### src/rtl/clock_enable_multi.sv
// Multi-channel programmable clock-enable generator.
// Each channel emits a one-cycle tick and a toggling square wave.
module clock_enable_multi #(
  parameter int CNT_W       = 17,
  parameter int NUM_CH      = 4,
  parameter int SEL_W       = 2,
  parameter int DEFAULT_DIV = 100000
) (
  input  logic              clk,
  input  logic              clr_n,
  input  logic              run,
  input  logic              sync,
  input  logic              div_wr,
  input  logic [SEL_W-1:0]  div_sel,
  input  logic [CNT_W-1:0]  div_data,
  output logic [NUM_CH-1:0] div_pending,
  output logic [NUM_CH-1:0] tick,
  output logic [NUM_CH-1:0] sq
);

  localparam logic [CNT_W-1:0] DEF_DIV = CNT_W'(DEFAULT_DIV);
  localparam logic [CNT_W-1:0] ONE     = CNT_W'(1);

  logic [CNT_W-1:0]  cnt_q [NUM_CH];
  logic [CNT_W-1:0]  cnt_d [NUM_CH];
  logic [CNT_W-1:0]  act_q [NUM_CH];
  logic [CNT_W-1:0]  act_d [NUM_CH];
  logic [CNT_W-1:0]  shd_q [NUM_CH];
  logic [CNT_W-1:0]  shd_d [NUM_CH];
  logic [CNT_W-1:0]  eff   [NUM_CH];
  logic [NUM_CH-1:0] pend_q, pend_d;
  logic [NUM_CH-1:0] tick_q, tick_d;
  logic [NUM_CH-1:0] sq_q, sq_d;
  logic [NUM_CH-1:0] wr_hit, tc;

  always_comb begin
    wr_hit = '0;
    tc     = '0;
    pend_d = pend_q;
    tick_d = '0;
    sq_d   = sq_q;
    for (int i = 0; i < NUM_CH; i++) begin
      cnt_d[i] = cnt_q[i];
      act_d[i] = act_q[i];
      shd_d[i] = shd_q[i];
      // Out-of-range selects match no channel, so the write is dropped.
      wr_hit[i] = div_wr && (div_sel == SEL_W'(i));
      eff[i] = (act_q[i] == '0) ? ONE : act_q[i];
      tc[i] = run && !sync && (cnt_q[i] == eff[i] - ONE);
      if (sync || tc[i]) begin
        cnt_d[i]  = '0;
        act_d[i]  = wr_hit[i] ? div_data : shd_q[i];
        shd_d[i]  = wr_hit[i] ? div_data : shd_q[i];
        pend_d[i] = 1'b0;
        tick_d[i] = tc[i];
        sq_d[i]   = sync ? 1'b0 : ~sq_q[i];
      end else begin
        if (run) begin
          cnt_d[i] = cnt_q[i] + ONE;
        end
        if (wr_hit[i]) begin
          shd_d[i]  = div_data;
          pend_d[i] = 1'b1;
        end
      end
    end
  end

  always_ff @(posedge clk) begin
    if (!clr_n) begin
      for (int i = 0; i < NUM_CH; i++) begin
        cnt_q[i] <= '0;
        act_q[i] <= DEF_DIV;
        shd_q[i] <= DEF_DIV;
      end
      pend_q <= '0;
      tick_q <= '0;
      sq_q   <= '0;
    end else begin
      for (int i = 0; i < NUM_CH; i++) begin
        cnt_q[i] <= cnt_d[i];
        act_q[i] <= act_d[i];
        shd_q[i] <= shd_d[i];
      end
      pend_q <= pend_d;
      tick_q <= tick_d;
      sq_q   <= sq_d;
    end
  end

  assign div_pending = pend_q;
  assign tick        = tick_q;
  assign sq          = sq_q;

endmodule

### config.mk
export PLATFORM = sky130hd
export DESIGN_NAME = clock_enable_multi
export DESIGN_NICKNAME = d
export VERILOG_FILES = /design/src/rtl/clock_enable_multi.sv
export SDC_FILE = /design/constraint.sdc
export NUM_CORES = 1
export LEC_CHECK = 0
export CORE_UTILIZATION = 52
export DETAILED_ROUTE_END_ITERATION = 10
export HOLD_SLACK_MARGIN = 0.15
export PLACE_DENSITY = 0.69
export SETUP_SLACK_MARGIN = 0.05
export SLEW_MARGIN = 30
export SYNTH_ARGS = -nofsm -noshare
export SYNTH_HDL_FRONTEND = slang
export SYNTH_SLANG_ARGS = --single-unit
export TNS_END_PERCENT = 5
### constraint.sdc
create_clock -name clk -period 4.85 [get_ports clk]
set_clock_uncertainty 0.15 [all_clocks]
set_input_delay 0.485 -clock clk [delete_from_list [all_inputs] [get_ports clk]]
set_output_delay 0.485 -clock clk [all_outputs]
set_load 0.01 [all_outputs]
Word level (Yosys, flattened, before mapping):

Memory sizes are Yosys's and may differ from the RTL's.
Cells that the tools add are included.

* word-level logic and storage cells: 112
* memories kept: 3
* RAM bits: 204
* bits in registers: 12
* output and inout bits: 12
* bits of input ports: 24

Memories
* act_q: depth 4, bits a word 17, read ports 4, clocked after Yosys merged registers in 0, wr ports 4, line 26 `logic [CNT_W-1:0] act_q [NUM_CH];`
* cnt_q: depth 4, bits a word 17, read ports 4, clocked after Yosys merged registers in 0, wr ports 4, line 24 `logic [CNT_W-1:0] cnt_q [NUM_CH];`
* shd_q: depth 4, bits a word 17, read ports 4, clocked after Yosys merged registers in 0, wr ports 4, line 28 `logic [CNT_W-1:0] shd_q [NUM_CH];`

* bitwise operators: 17
* multiplexer cells: 38
* add/subtract/negate cells: 8
* reductions and logical operators: 27
* equality and inequality tests: 7

Operators by type and width (count)
* $mux 17: 32
* $add 17x1->17 const B: 4
* $eq 17x17->1: 4
* $logic_not 17->1: 4
* $sub 17x1->17 const B: 4
* $or 1x1->1: 12
* $logic_and 1x1->1: 9
* $reduce_and 2->1: 4
* $reduce_or 2->1: 4
* $mux 1: 6
* $not 1->1: 5
* $eq 2x2->1 const B: 2
* $logic_or 1x1->1: 4
* $eq 2x1->1 const B: 1
* $logic_not 2->1: 1
* $logic_not 1->1: 1

Logic depth before layout (Yosys ltp):

Gate-level depths: netlist of run 1.

* word-level depth: 8
* depth in mapped cells: 16
* depth with buffers taken out: 12

Worst setup path after synthesis of run 1:

OpenSTA, ideal clock, no wires.

* path kind: register to register
* from: memory act_q[1][0]
* to: memory act_q[1][10]
* path buffers: 2
* stages on the path, launching flop included: 14
* setup slack: 0.990 ns
* clock period less this slack: 3.860 ns
* setup time: 0.121 ns
* arrival: 3.588 ns
* data required time: 4.579 ns
* cells stage by stage: dfxtp_1 -> nor3_1 -> and3_1 -> a21oi_1 -> ha_1 -> xnor2_1 -> a2111o_1 -> a2111oi_2 -> nand4_1 -> or4_1 -> o21a_1 -> buf_6 -> buf_8 -> mux2_4

RTL lines (line)
* start: declaration: 26

==> run metrics, run 1 <==
status completed; CTS H-tree depth 1; critical path type reg2reg; DR vias/cell about 5.8; #FFs+latches synth 216; Vias between 9,000 and 10,000; fin nets between 1,000 and 1,500; CP max FO 17; Internal Power 3.081 mW; cell taking the most area after synthesis dfxtp_1; die height 149.9 um; Root Buffer clkbuf_16; Final Hold Violating Endpoints 0; switch share 23.48%; syn nets 1,297; vias in the first global route roughly 8,000; postcts setup bufs 0; Power Density about 320 nW/um^2; diode count 0; cells on worst reg2reg path 11; min-delay src div_pending[2]; GRT Util Overall 23.89%; VDD IR max approximately 0.29 mV; WP data arrival 4.44 ns; Slew Limit Fails 0; post-CTS sizing 0; crit path time final around 4.2 ns; hold_buf cts 0; PortBufs 35; chip width 149.9 um; Cell variety after synth a little over 80; hold path endpoint div_pending[2]; ys flop type dfxtp_1; CP endpoint kind flip-flop; gr ovfl total 0; Leak 4.910 nW; Avg Inst Size Synth 8.996 um^2; Initial Utilization 53.63%; R2R Setup Slk 0.66 ns; die area 22,480 um^2; Ys Warns 0; drc violations 0; initial drt markers 515; post-route clock period utilization 86.40%; Routed WL 26,910 um; Clock Power Share 46.6%; # clock sinks roughly 220; gpl congestion roughly 0.92; synth top area cells dfxtp_1 (38%), mux2i_1 (7.2%), xor2_1 (5.0%); RSZ-0062 raised after global routing false; Worst EP required 5.10 ns; setup violators final 0; Rel. slew slack 39.31%; Synth async-reset ratio 0%; net switching power ~0.95 mW; fmax approximately 240 MHz; Syn Std Cell Area ~11,000 um^2; Final HPWL DP 18,660 um; clk_lat worst skew 0.52 ns; Worst Max-Slew Pin Slew 0.9021 ns; sequential share of the synthesized area 38.00%; dpl cell area ~12,000 um^2; CTS max path bufs 3; Cells after Synth 1,265; # Max-Cap Violations 0; finished layout cell area 12,750 um^2; initial antenna violation count 0; share of layout cells above drive strength 1 9.133%; DRT Pass-1 Iters 5; Core ar. approximately 21,000 um^2; CTS tree yes; top cell type's share of synthesized area between 30% and 40%; Layout Area Growth over Synthesis 12.06%; share of total power in sequential cells 46.0%; wire per inst 17.17 um; Post-synth EDFFs 0; crit start category flip-flop; clock transition at the registers of the reported paths around 0.060 ns; Fin Setup TNS 0 ns; Row Count 53; Hold Crit Depth 2; Comb pwr share 7.4%; largest net degree at the start of global routing 83; total CTS buffers 24; Critical R2R Launch act_q[3][12]; antenna-violating nets left 0; worst hold-check path type reg2reg; RR Endpoint act_q[3][4]; Top-Level Pins 36; first-pass GRT wire length 43,100 um
[flip-flops by register name (all words and copies together), names as in the netlist]
register and count:
shd_q 68, sq 4, div_pending 4, cnt_q 68, tick 4, act_q 68
[how the worst max path moves through the flow]
stage	from	end	slack, ns
after global placement	act_q[1][10]	act_q[1][6]	0.63
after CTS	act_q[1][7]	act_q[1][6]	0.45
after detailed placement	act_q[1][7]	act_q[1][6]	0.47
after floorplan	act_q[1][0]	act_q[1][10]	0.99
final	act_q[3][12]	act_q[3][4]	0.66
after global routing	act_q[3][12]	act_q[3][4]	0.26
[critical path, cell delays in order (launching register included)]
cell,delay [ns]
dfxtp_1,0.38
nor4_1,0.55
nand4_1,0.36
nor2_1,0.17
nor2_1,0.06
ha_1,0.32
and4_1,0.22
o32a_1,0.32
o21a_1,0.11
nor4_1,0.59
a41oi_4,0.40
mux2_1,0.44
[cells by family (layout without fill, tap and decap cells)]
family / count (synthesis) / in the layout / synth area share (%)
AOI/OAI and AO/OA: 135 / 135 / 9.071
xor gates and xnor gates: 126 / 126 / 9.940
adders and majority gates: 8 / 8 / 0.8796
buffers and inverters: 99 / 126 / 3.738
DFF: 216 / 216 / 38.00
muxes: 136 / 136 / 12.89
and+or+nand+nor: 545 / 545 / 25.49
[routing by layer]
layer,part of all wire [%],global-route usage (%)
met1,49,33.65
met2,45,38.31
met3,3.6,2.835
met4,2.6,6.616
met5,0,0
[per-stage QoR]
step                worst slack [ns]  power [mW]  hold slack (ns)  std cells  util, %
detailed placement            0.4733       2.184           0.2853       1525    56.16
global placement              0.6256       2.181           0.2837       1524    56.08
CTS                           0.4496       4.070           0.2925       1567    60.03
floorplan                     0.9905       2.088           0.2842       1265        -
global route                  0.2634       4.178           0.3175       1567    60.09
finish                        0.6595       4.027           0.2916       1567    60.09
[power groups by stage]
stage          logic, mW  clock network, mW  registers, mW
2_1_floorplan      0.214                  0           1.87
3_3_place_gp       0.293                  0           1.89
3_5_place_dp       0.295                  0           1.89
4_1_cts            0.297               1.92           1.85
5_1_grt            0.323               2.00           1.86
6_report           0.297               1.88           1.85
[layout by cell type, fill, tap and decap left out, drive strengths merged, types with 11 or more instances in the layout]
| cell type | netlist | routed |
|---|---|---|
| inv | 29 | 29 |
| dfxtp | 216 | 216 |
| nand2b | 15 | 15 |
| nand2 | 75 | 75 |
| a2bb2oi | 12 | 12 |
| mux2i | 82 | 82 |
| clkdlybuf4s50 | 0 | 34 |
| mux2 | 54 | 54 |
| xor2 | 65 | 65 |
| a21oi | 19 | 19 |
| or3 | 12 | 12 |
| or4 | 14 | 14 |
| and2 | 39 | 39 |
| nor3 | 73 | 73 |
| o21ai | 16 | 16 |
| nor2 | 147 | 147 |
| clkbuf | 52 | 31 |
| nor4 | 28 | 28 |
| and3 | 23 | 23 |
| xnor2 | 59 | 59 |
| nand4 | 33 | 33 |
| a31oi | 12 | 12 |
| or2 | 11 | 11 |
| buf | 18 | 21 |
| nand3 | 31 | 31 |
[cell type report]
| type | count | area, um^2 |
|---|---|---|
| fillers | 1866 | 8468 |
| multi-input cells | 950 | 6654 |
| flip-flops and latches | 216 | 4324 |
| clock buffers | 31 | 676.9 |
| repair buffers | 55 | 499.2 |
| well taps | 275 | 344.1 |
| clock inverters | 11 | 145.1 |
| inverters | 29 | 108.9 |
[Yosys cell counts (7+ instances only)]
library cell  number
buf_2             10
clkbuf_1          52
nand3_1           31
or4_1             14
and3_1            23
nor3b_1            7
o32a_1             8
nor2b_1            7
and2_1            39
nor4_2             8
nor4_1            19
nor3_1            72
or2_2              7
a2bb2oi_1         12
inv_1             28
o21ai_0           12
dfxtp_1          216
mux2_2            19
or3_1             12
mux2_1            25
mux2i_1           82
xnor2_1           59
ha_1               8
mux2_4            10
nand4_1           33
o31ai_1            7
xor2_1            65
nand2_1           75
nand2b_1          15
a31oi_1           12
nor2_1           147
a21oi_1           19
(Power assumes the default switching activity.)
==> run 2, diff against run 1 <==
- SLEW_MARGIN: 30 -> unset
==> run 2 against run 1 <==
Net effect:
- via count down 0.78%
- critical endpoint is now act_q[1][6]
- setup slack worse by 0.21 ns
- largest cell class unchanged
- die area unchanged
- hold slack better by 0.0034 ns
- total power down 7.4%
- global-route usage down 0.069 points
- maximum frequency down 4.7%
- final cell count down 0.19%
- wire length down 1.4%
==> run metrics, run 2 (same netlist as run 1, synthesis figures left out) <==
CP max FO 17; WP data arrival 4.64 ns; share of total power in sequential cells 49.6%; first-pass GRT wire length 42,830 um; total CTS buffers 23; Vias 9,020; vias in the first global route 8,228; CTS tree yes; CP Cell Sequence or4_1 -> nor2_1 -> a21oi_1 -> ha_1 -> xnor2_1 -> a2111o_1 -> a2111oi_2 -> nand4_1 -> or4_1 -> o21a_1 -> mux2_1; worst hold-check path type reg2reg; clk_lat worst skew around 0.52 ns; cells on worst reg2reg path 11; crit path time final 4.397 ns; antenna-violating nets left 0; Top-Level Pins 36; DR vias/cell 5.767; Power Density between 200 and 300 nW/um^2; GRT Util Overall 23.82%; Layout Area Growth over Synthesis 10.42%; gr ovfl total 0; status completed; fmax ~230 MHz; WHS roughly 0.3 ns; final cell count without fillers 1,564; chip width 149.9 um; share of layout cells above drive strength 1 between 8 and 9%; R2R Setup Slk ~0.45 ns; Clock Power Share a little over two fifths; Worst path slowest cell o21a_1; placed cells between 1,500 and 2,000; Hold Crit Depth 2; CP endpoint kind flip-flop; gpl congestion 0.9176; Leak around 4.8 nW; Worst Max-Slew Pin Slew roughly 1.2 ns; Internal Power 2.813 mW; # clock sinks 216; hold path endpoint div_pending[2]; post-route clock period utilization 90.66%; die area 22,480 um^2; largest net degree at the start of global routing 83; VDD IR max 0.2539 mV; drc violations 0; wire per inst 16.96 um; Comb pwr share 7.9%; PortBufs 35; Root Buffer clkbuf_16; Final HPWL DP 18,560 um; post-CTS sizing 0; most frequent cells in the layout dfxtp_1 (216), nor2_1 (147), mux2i_1 (82); Slew Limit Fails 0; net switching power 0.9178 mW; die height 149.9 um; Largest stage delay, worst path between 0.5 and 0.6 ns; most common cell after layout, fill and taps aside dfxtp_1; switch share 24.60%; number of fill cells in the layout 1,921; critical path type reg2reg; min-delay src div_pending[2]; Row Count 53; CTS max path bufs 3; Routed WL 26,530 um; CTS H-tree depth 1; Initial Utilization between 50% and 60%; Critical R2R Launch act_q[1][10]; postcts setup bufs 0; Largest regs act_q (68), cnt_q (68), shd_q (68); fin nets 1,306; crit start category flip-flop; Core ar. 21,220 um^2; RR Endpoint act_q[1][6]; Fin Setup TNS 0 ns; worst slack, placed 0.4454 ns; diode count 0; Final Hold Violating Endpoints 0; clock transition at the registers of the reported paths 0.06 ns; RSZ-0062 raised after global routing false; Crit path top cell by count or4_1; Rel. slew slack 20.98%; hold_buf cts 0; Worst EP required about 5.1 ns; # Max-Cap Violations 0; DRT Pass-1 Iters 5; final setup margin around 0.45 ns; initial antenna violation count 0; initial drt markers 480; setup violators final 0
==> run 2: through the flow <==
stage                     util (%)  power (mW)  instance area [um^2]
after global placement       56.08       2.181                 11900
after floorplan                  -       2.088                 11380
after detailed placement     56.08       2.184                 11900
after global routing         59.22       3.884                 12570
final                        59.22       3.730                 12570
after CTS                    59.22       3.769                 12570
==> run 2: power groups by stage <==
stage	combinational, mW	sequential, mW	clock [mW]
global placement	0.293	1.89	0
CTS	0.296	1.85	1.62
detailed placement	0.294	1.89	0
finish	0.296	1.85	1.58
global route	0.323	1.86	1.71
floorplan	0.214	1.87	0
==> run 2: per-layer routing <==
layer  global-route usage [%]  wire length, um
met5                        0                0
met4                    6.919              719
met3                    3.628             1131
met2                    37.15            11610
met1                    33.80            13070
==> run 2: how the worst max path moves through the flow <==
stage / endpoint / startpoint / slack [ns] / cells after the start
floorplan: act_q[1][10] / act_q[1][0] / 0.99 / 13
global route: act_q[3][4] / act_q[3][12] / 0.06 / 12
global placement: act_q[1][6] / act_q[1][10] / 0.63 / 11
detailed placement: act_q[1][6] / act_q[1][11] / 0.45 / 11
finish: act_q[1][6] / act_q[1][10] / 0.45 / 11
CTS: act_q[1][6] / act_q[1][11] / 0.45 / 11
==> run 2: final cells by class <==
type / instances / area [um^2] / share of cell area (%)
clock buffers: 28 / 594.3 / 4.730
clock inverters: 12 / 71.32 / 0.5676
inverters: 29 / 108.9 / 0.8663
multi-input cells: 950 / 6635 / 52.80
flip-flops and latches: 216 / 4324 / 34.41
well taps: 275 / 344.1 / 2.738
repair buffers: 54 / 488.0 / 3.883
==> run 2: critical path, delay by kind of cell (launching register included) <==
kind	cells	cell delay, ns
flip-flops	1	0.34
AO/OA/AOI/OAI	4	1.49
adder cells (fa/ha/maj)	1	0.34
multiplexers	1	0.47
XOR/XNOR	1	0.13
AND/OR/NAND/NOR	4	1.36
